<file path="config.mk">
export PLATFORM = sky130hd
export DESIGN_NAME = pipe_hazard_ctrl_flat
export DESIGN_NICKNAME = d
export VERILOG_FILES = /design/src/rtl/pipe_hazard_ctrl_if.sv /design/src/rtl/pipe_hazard_ctrl.sv /design/src/flat_wrapper.sv
export SDC_FILE = /design/constraint.sdc
export NUM_CORES = 1
export LEC_CHECK = 0
export ABC_AREA = 1
export BUFFER_PORTS_ARGS = -buffer_cell sky130_fd_sc_hd__buf_2
export CELL_PAD_IN_SITES_DETAIL_PLACEMENT = 0
export CELL_PAD_IN_SITES_GLOBAL_PLACEMENT = 1
export CORE_ASPECT_RATIO = 0.7
export CORE_MARGIN = 4
export CORE_UTILIZATION = 36
export DETAILED_ROUTE_END_ITERATION = 12
export PLACE_DENSITY_LB_ADDON = 0.08
export SLEW_MARGIN = 25
export SYNTH_ARGS = -nofsm -noshare
export SYNTH_HDL_FRONTEND = slang
export SYNTH_SLANG_ARGS = --single-unit
</file>
<file path="constraint.sdc">
create_clock -name clk -period 2.3 [get_ports clk]
set_clock_uncertainty 0.05 [all_clocks]
set_input_delay 0.69 -clock clk [delete_from_list [all_inputs] [get_ports clk]]
set_output_delay 0.69 -clock clk [all_outputs]
set_load 0.02 [all_outputs]
</file>
<file path="src/rtl/pipe_hazard_ctrl_if.sv">
// Pipeline hazard-control bus: decode-side hazard info in, stage control out.
// The master side is the decoder/datapath; the slave side is pipe_hazard_ctrl.
// Optional debug single-step inputs exist only when PIPE_DEBUG_STEP_EN is defined.
// Handshake: there is no valid/ready pair; every output is meaningful on every
// cycle. The ID fields are sampled on each rising clk edge and qualified by
// stage_valid[1] inside the controller. redirect is a 1-cycle pulse.
interface pipe_hazard_ctrl_if #(
  parameter int STAGES = 5,
  parameter int REG_AW = 5
);
  localparam int FWD_W = $clog2(STAGES);

`ifdef PIPE_DEBUG_STEP_EN
  logic              debug_en;
  logic              debug_step;
`endif
  logic [REG_AW-1:0] id_rs_addr;
  logic [REG_AW-1:0] id_rt_addr;
  logic              id_rs_used;
  logic              id_rt_used;
  logic              id_wen;
  logic [REG_AW-1:0] id_waddr;
  logic              id_is_load;
  logic              redirect;
  logic              stall;
  logic [FWD_W-1:0]  fwd_a;
  logic [FWD_W-1:0]  fwd_b;
  logic [STAGES-1:0] stage_en;
  logic [STAGES-1:0] stage_flush;
  logic [STAGES-1:0] stage_valid;
  logic [15:0]       stall_cnt;
  logic [15:0]       flush_cnt;

  modport master (
`ifdef PIPE_DEBUG_STEP_EN
    output debug_en, debug_step,
`endif
    output id_rs_addr, id_rt_addr, id_rs_used, id_rt_used,
    output id_wen, id_waddr, id_is_load, redirect,
    input  stall, fwd_a, fwd_b, stage_en, stage_flush, stage_valid,
    input  stall_cnt, flush_cnt
  );

  modport slave (
`ifdef PIPE_DEBUG_STEP_EN
    input  debug_en, debug_step,
`endif
    input  id_rs_addr, id_rt_addr, id_rs_used, id_rt_used,
    input  id_wen, id_waddr, id_is_load, redirect,
    output stall, fwd_a, fwd_b, stage_en, stage_flush, stage_valid,
    output stall_cnt, flush_cnt
  );
endinterface

</file>
<file path="src/rtl/pipe_hazard_ctrl.sv">
// Hazard, forwarding and stage-control unit for the in-order MIPS pipeline.
// Stage 0=IF, 1=ID, STAGES-1=WB. A shift scoreboard tracks the destination
// register of every post-decode stage (2..STAGES-1) and drives ID forwarding
// selects, load-use stalls and branch-redirect flushes.
// Legal parameters: STAGES 4..8, 2 < LOAD_READY_STAGE < STAGES,
// BR_STAGE 1..STAGES-2.
// Optional macro PIPE_DEBUG_STEP_EN adds debug_en/debug_step single stepping.
module pipe_hazard_ctrl #(
  parameter int STAGES           = 5,
  parameter int REG_AW           = 5,
  parameter int LOAD_READY_STAGE = 3,
  parameter int BR_STAGE         = 2,
  parameter int FWD_W            = $clog2(STAGES)
) (
  input  logic                clk,
  input  logic                rst,
  pipe_hazard_ctrl_if.slave   bus
);

  typedef struct packed {
    logic              valid;
    logic              wen;
    logic [REG_AW-1:0] waddr;
    logic              load;
  } sb_entry_t;

  sb_entry_t         sb [2:STAGES-1];
  logic [STAGES-1:0] valid_q;
  logic [15:0]       stall_cnt_q;
  logic [15:0]       flush_cnt_q;

  logic              found_a, found_b;
  logic              load_a, load_b;
  logic [FWD_W-1:0]  sel_a, sel_b;
  logic              hz_a, hz_b;
  logic              stall_w;
  logic              stall_eff;
  logic              redir_eff;
  logic              squash_id;
  logic              advance;
  logic [STAGES-1:0] en_w;
  logic [STAGES-1:0] flush_w;
  sb_entry_t         id_entry;

`ifdef PIPE_DEBUG_STEP_EN
  logic [2:0] step_sync;
  logic       step_go;

  // Synchronise debug_step, detect its rising edge, and release one step the cycle after.
  always_ff @(posedge clk or negedge rst) begin
    if (!rst) begin
      step_sync <= '0;
      step_go   <= 1'b0;
    end else begin
      step_sync <= {step_sync[1:0], bus.debug_step};
      step_go   <= step_sync[1] & ~step_sync[2];
    end
  end

  assign advance = ~bus.debug_en | step_go;
`else
  assign advance = 1'b1;
`endif

  // Forwarding lookup: scan oldest to youngest so the lowest matching stage wins.
  always_comb begin
    found_a = 1'b0;
    found_b = 1'b0;
    load_a  = 1'b0;
    load_b  = 1'b0;
    sel_a   = '0;
    sel_b   = '0;
    for (int k = STAGES - 1; k >= 2; k--) begin
      if (sb[k].valid && sb[k].wen && (sb[k].waddr != '0) &&
          (sb[k].waddr == bus.id_rs_addr)) begin
        found_a = 1'b1;
        sel_a   = FWD_W'(k);
        load_a  = sb[k].load;
      end
      if (sb[k].valid && sb[k].wen && (sb[k].waddr != '0) &&
          (sb[k].waddr == bus.id_rt_addr)) begin
        found_b = 1'b1;
        sel_b   = FWD_W'(k);
        load_b  = sb[k].load;
      end
    end
  end

  // A load still short of its data-ready stage cannot feed ID; redirect overrides the stall.
  assign hz_a      = bus.id_rs_used & found_a & load_a & (sel_a < FWD_W'(LOAD_READY_STAGE));
  assign hz_b      = bus.id_rt_used & found_b & load_b & (sel_b < FWD_W'(LOAD_READY_STAGE));
  assign stall_w   = (hz_a | hz_b) & ~bus.redirect;
  assign stall_eff = stall_w & advance;
  assign redir_eff = bus.redirect & advance;
  assign squash_id = bus.redirect && (BR_STAGE >= 2);
  assign id_entry  = {1'b1, bus.id_wen, bus.id_waddr, bus.id_is_load};

  // Stage enables and flushes: stall holds IF/ID and bubbles stage 2; redirect clears stages younger than the branch.
  always_comb begin
    en_w    = '1;
    flush_w = '0;
    if (stall_eff) begin
      en_w[1:0]  = 2'b00;
      flush_w[2] = 1'b1;
    end
    if (redir_eff) begin
      for (int i = 1; i < BR_STAGE; i++) begin
        flush_w[i] = 1'b1;
      end
    end
    if (!advance) begin
      en_w    = '0;
      flush_w = '0;
    end
  end

  // Per-stage valid bits: flush clears, enable shifts from the previous stage, otherwise hold.
  always_ff @(posedge clk or negedge rst) begin
    if (!rst) begin
      valid_q <= '0;
    end else begin
      if (flush_w[0]) valid_q[0] <= 1'b0;
      else if (en_w[0]) valid_q[0] <= 1'b1;
      for (int i = 1; i < STAGES; i++) begin
        if (flush_w[i]) valid_q[i] <= 1'b0;
        else if (en_w[i]) valid_q[i] <= valid_q[i-1];
      end
    end
  end

  // Scoreboard shift: older entries always move on; stage 2 takes ID or a bubble.
  always_ff @(posedge clk or negedge rst) begin
    if (!rst) begin
      for (int k = 2; k < STAGES; k++) begin
        sb[k] <= '0;
      end
    end else if (advance) begin
      if (valid_q[1] && !stall_w && !squash_id) sb[2] <= id_entry;
      else sb[2] <= '0;
      for (int k = 3; k < STAGES; k++) begin
        sb[k] <= sb[k-1];
      end
    end
  end

  // Saturating event counters for stall cycles and redirect events.
  always_ff @(posedge clk or negedge rst) begin
    if (!rst) begin
      stall_cnt_q <= '0;
      flush_cnt_q <= '0;
    end else begin
      if (stall_eff && (stall_cnt_q != 16'hFFFF)) stall_cnt_q <= stall_cnt_q + 16'd1;
      if (redir_eff && (flush_cnt_q != 16'hFFFF)) flush_cnt_q <= flush_cnt_q + 16'd1;
    end
  end

  assign bus.stall       = stall_w;
  assign bus.fwd_a       = (found_a && bus.id_rs_used) ? sel_a : '0;
  assign bus.fwd_b       = (found_b && bus.id_rt_used) ? sel_b : '0;
  assign bus.stage_en    = en_w;
  assign bus.stage_flush = flush_w;
  assign bus.stage_valid = valid_q;
  assign bus.stall_cnt   = stall_cnt_q;
  assign bus.flush_cnt   = flush_cnt_q;

endmodule
</file>
<file path="src/flat_wrapper.sv">
// flat-port wrapper written by rule: the top's interface ports become plain ports
module pipe_hazard_ctrl_flat 
#(
  parameter int STAGES           = 5,
  parameter int REG_AW           = 5,
  parameter int LOAD_READY_STAGE = 3,
  parameter int BR_STAGE         = 2,
  parameter int FWD_W            = $clog2(STAGES)
)
  (clk, rst, bus_id_rs_addr, bus_id_rt_addr, bus_id_rs_used, bus_id_rt_used, bus_id_wen, bus_id_waddr, bus_id_is_load, bus_redirect, bus_stall, bus_fwd_a, bus_fwd_b, bus_stage_en, bus_stage_flush, bus_stage_valid, bus_stall_cnt, bus_flush_cnt);
  pipe_hazard_ctrl_if #(.STAGES(STAGES), .REG_AW(REG_AW)) bus_i ();
  input  logic clk;
  input  logic rst;
  input wire logic [$bits(bus_i.id_rs_addr)-1:0] bus_id_rs_addr;
  input wire logic [$bits(bus_i.id_rt_addr)-1:0] bus_id_rt_addr;
  input wire logic [$bits(bus_i.id_rs_used)-1:0] bus_id_rs_used;
  input wire logic [$bits(bus_i.id_rt_used)-1:0] bus_id_rt_used;
  input wire logic [$bits(bus_i.id_wen)-1:0] bus_id_wen;
  input wire logic [$bits(bus_i.id_waddr)-1:0] bus_id_waddr;
  input wire logic [$bits(bus_i.id_is_load)-1:0] bus_id_is_load;
  input wire logic [$bits(bus_i.redirect)-1:0] bus_redirect;
  output wire logic [$bits(bus_i.stall)-1:0] bus_stall;
  output wire logic [$bits(bus_i.fwd_a)-1:0] bus_fwd_a;
  output wire logic [$bits(bus_i.fwd_b)-1:0] bus_fwd_b;
  output wire logic [$bits(bus_i.stage_en)-1:0] bus_stage_en;
  output wire logic [$bits(bus_i.stage_flush)-1:0] bus_stage_flush;
  output wire logic [$bits(bus_i.stage_valid)-1:0] bus_stage_valid;
  output wire logic [$bits(bus_i.stall_cnt)-1:0] bus_stall_cnt;
  output wire logic [$bits(bus_i.flush_cnt)-1:0] bus_flush_cnt;
  assign bus_i.id_rs_addr = bus_id_rs_addr;
  assign bus_i.id_rt_addr = bus_id_rt_addr;
  assign bus_i.id_rs_used = bus_id_rs_used;
  assign bus_i.id_rt_used = bus_id_rt_used;
  assign bus_i.id_wen = bus_id_wen;
  assign bus_i.id_waddr = bus_id_waddr;
  assign bus_i.id_is_load = bus_id_is_load;
  assign bus_i.redirect = bus_redirect;
  assign bus_stall = bus_i.stall;
  assign bus_fwd_a = bus_i.fwd_a;
  assign bus_fwd_b = bus_i.fwd_b;
  assign bus_stage_en = bus_i.stage_en;
  assign bus_stage_flush = bus_i.stage_flush;
  assign bus_stage_valid = bus_i.stage_valid;
  assign bus_stall_cnt = bus_i.stall_cnt;
  assign bus_flush_cnt = bus_i.flush_cnt;
  pipe_hazard_ctrl #(.STAGES(STAGES), .REG_AW(REG_AW), .LOAD_READY_STAGE(LOAD_READY_STAGE), .BR_STAGE(BR_STAGE), .FWD_W(FWD_W)) u_core (.clk(clk), .rst(rst), .bus(bus_i));
endmodule
</file>
==> flow_metrics.env <==
export IMPL_yosys_top_cells_count="96 x nand2_1, 59 x dfrtp_1, 41 x nor2_1, 40 x inv_1, 32 x xor2_1"
export IMPL_wirelength_mm=8.12
export IMPL_power_density_mw_per_mm2=720
export IMPL_netlist_instances=386
export IMPL_grt_pass1_vias=2686
export IMPL_critPathTopFamily="simple AND/OR/NAND/NOR gates"
export IMPL_status="finished with violations"
export IMPL_cpPeakStageDelay_ns=0.19
export IMPL_pre_cts_slack_ns=-0.259
export IMPL_async_flop_share_pct=100
export IMPL_crit_type="input pin to output port"
export IMPL_cts_made_buffers=9
export IMPL_ir_worst_vdd_mv=0.557
export IMPL_antenna_found_initial=0
export IMPL_postCtsHoldBufs=0
export IMPL_hp_class="input pin to asynchronous set/reset pin"
export IMPL_drtAntennaViolNets=0
export IMPL_yosysMostFrequentCell="nand2_1"
export IMPL_p_leak_uw=0.00220
export IMPL_synth_top_area_cell="dfrtp_1"
export IMPL_synth_edf_count=0
export IMPL_track_usage_pct=16.7
export IMPL_hpwl_mm=5.89
export IMPL_vias_per_cell=4.61
export IMPL_arrival_ns=1.76
export IMPL_cts_root_buf="clkbuf_16"
export IMPL_violations="negative setup slack"
export IMPL_max_cap_violations=0
export IMPL_fin_setup_tns_ns=-1.49
export IMPL_yosysWarnings=0
export IMPL_period_share_pct=108
export IMPL_hold_viol=0
export IMPL_yosysUniqueCellTypes=26
export IMPL_clk_insertion_delay_late_ns=0.32
export IMPL_synth_seq_cells=59
export IMPL_synth_top_cell_area_share_pct=45.9
export IMPL_ios=76
export IMPL_rsz0062_at_grt="yes"
export IMPL_grt_pass1_wl_mm=13.5
export IMPL_drive_gt1_share_pct=31.8
export IMPL_tritoncts="built"
export IMPL_required_ns=1.56
export IMPL_clockBufferDepth=2
export IMPL_power_uw=3130
export IMPL_avgSynthCellArea_um2=8.33
export IMPL_dpl_instance_area_mm2=0.00379
export IMPL_period_minus_slack_ns=2.50
export IMPL_area_delta_synth_final_pct=35.4
export IMPL_ys_flop_type="dfrtp_1"
export IMPL_instances_no_fill=601
export IMPL_coreArea_mm2=0.00858
export IMPL_cpMaxStageDelayCell="nand4_1"
export IMPL_drtPass1Iterations=4
export IMPL_fin_ws_ns=-0.195
export IMPL_synth_area_mm2=0.00322
export IMPL_placed_cells=580
export IMPL_dieArea_mm2=0.0105
export IMPL_cp_cell_sequence="buf_2 > xnor2_1 > nand2_1 > nor2_2 > nand4_1 > nand2_4 > nand2_8 > inv_8 > buf_6"
export IMPL_drc=0
export IMPL_insertedDiodeCount=0
export IMPL_synthTopCellsByArea="dfrtp_1 46%, nand2_1 11%, xor2_1 8.7%"
export IMPL_start_util_pct=37.5
export IMPL_fmax_mhz=401
export IMPL_path_buf_inv=3
export IMPL_die_w_um=121
export IMPL_dr_first_iter_drc_count=131
export IMPL_yosysSeqAreaShare_pct=45.9
export IMPL_layout_nets=500
export IMPL_htreeDepth=3
export IMPL_port_buffers=69
export IMPL_clk_pin_slew_worst_paths_ns=0.05
export IMPL_grt_max_degree=60
export IMPL_place_gp_congestion=0.813
export IMPL_wl_per_cell_um=13.5
export IMPL_fp_row_count=28
export IMPL_critPathMaxFanout=4
export IMPL_vias=2770
export IMPL_finalSetupViolations=10
export IMPL_drv_slew=0
export IMPL_die_y_um=87.1
export IMPL_cp_start_kind="input pin"
export IMPL_critPathCaptureType="output port"
export IMPL_numClockSinks=59
export IMPL_fin_area_mm2=0.00435
export IMPL_grt_overflow_total=0
## where the power goes
group | internal [uW] | switching, uW
sequential | 1130 | 115
combinational | 192 | 314
clock | 922 | 462
## state kept, by name, indices dropped and copies added (netlist names)
name                    cells
u_core.sb                  22
u_core.bus.flush_cnt       16
u_core.bus.stage_valid      5
u_core.bus.stall_cnt       16
## kinds of logic after synthesis
group	count (synthesis)	synth area share, %
simple gates	210	29.9
flops	59	45.9
buf+inv	54	7.78
xor+xnor	52	14.2
compound gates	7	1.25
fa+ha+maj	2	0.778
other cells	2	0.234
## layer usage
metal / wire length (um) / GRT usage (%)
met4: 52 / 4.84
met1: 4230 / 25.2
met2: 3250 / 22.2
met3: 577 / 5.71
met5: 0 / 0
## cell usage in the layout (no fill, tap or decap), drive strengths merged
cell      instances
or2               1
nor2             42
o2bb2ai           1
conb              6
inv              40
ha                2
clkinvlp          1
buf              89
a31oi             1
nor3b             2
o21ai             5
clkbuf           12
xnor2            20
nor4              2
nand3            26
nand4            26
bufinv            1
nor3             11
dfrtp            59
nand2           100
clkinv            2
xor2             32
## metrics by stage
stage / utilization, % / hold WS [ns]
after floorplan: - / 0.304
after global placement: 44.1 / 0.308
after detailed placement: 44.1 / 0.307
after CTS: 49.1 / 0.327
after global routing: 50.7 / 0.350
final: 50.7 / 0.322
## repair_timing
item	in CTS	in global routing
endpoints found under the hold margin	0	0
pin swaps	15	12
setup buffers	0	5
endpoints found under the setup margin	10	10
resized for setup	34	33
## final timing paths
path                                           start                        end  slack [ns]  depth (start not counted)
max                                bus_id_rs_addr[3]         bus_stage_flush[2]       -0.20                          9
min                                              rst    u_core.bus.flush_cnt[3]        0.32                          2
max reg2reg                            u_core.sb[20]   u_core.bus.stall_cnt[14]        0.24                         10
min reg2reg                u_core.bus.stage_valid[3]  u_core.bus.stage_valid[4]        0.33                          0
max in group asynchronous                        rst               u_core.sb[9]        1.60                          2
min in group clk           u_core.bus.stage_valid[3]  u_core.bus.stage_valid[4]        0.33                          0
## cell type report
class	instances	area, um2
Inverter	40	158
Sequential cell	59	1490
Fill cell	825	4230
Clock inverter	4	47.5
Timing Repair Buffer	89	604
Multi-Input combinational cell	277	1640
Tap cell	120	150
Clock buffer	12	267
## worst register-to-register path, stage by stage, from the launching register on
cell,delay [ns]
dfrtp_2,0.44
xnor2_1,0.17
nand2_1,0.08
nor2_2,0.09
nand4_1,0.19
nand2_4,0.17
buf_4,0.12
buf_4,0.23
nand3_4,0.24
nand2_1,0.12
nand2_1,0.05
Note: power is estimated with default switching activity, not from simulation.
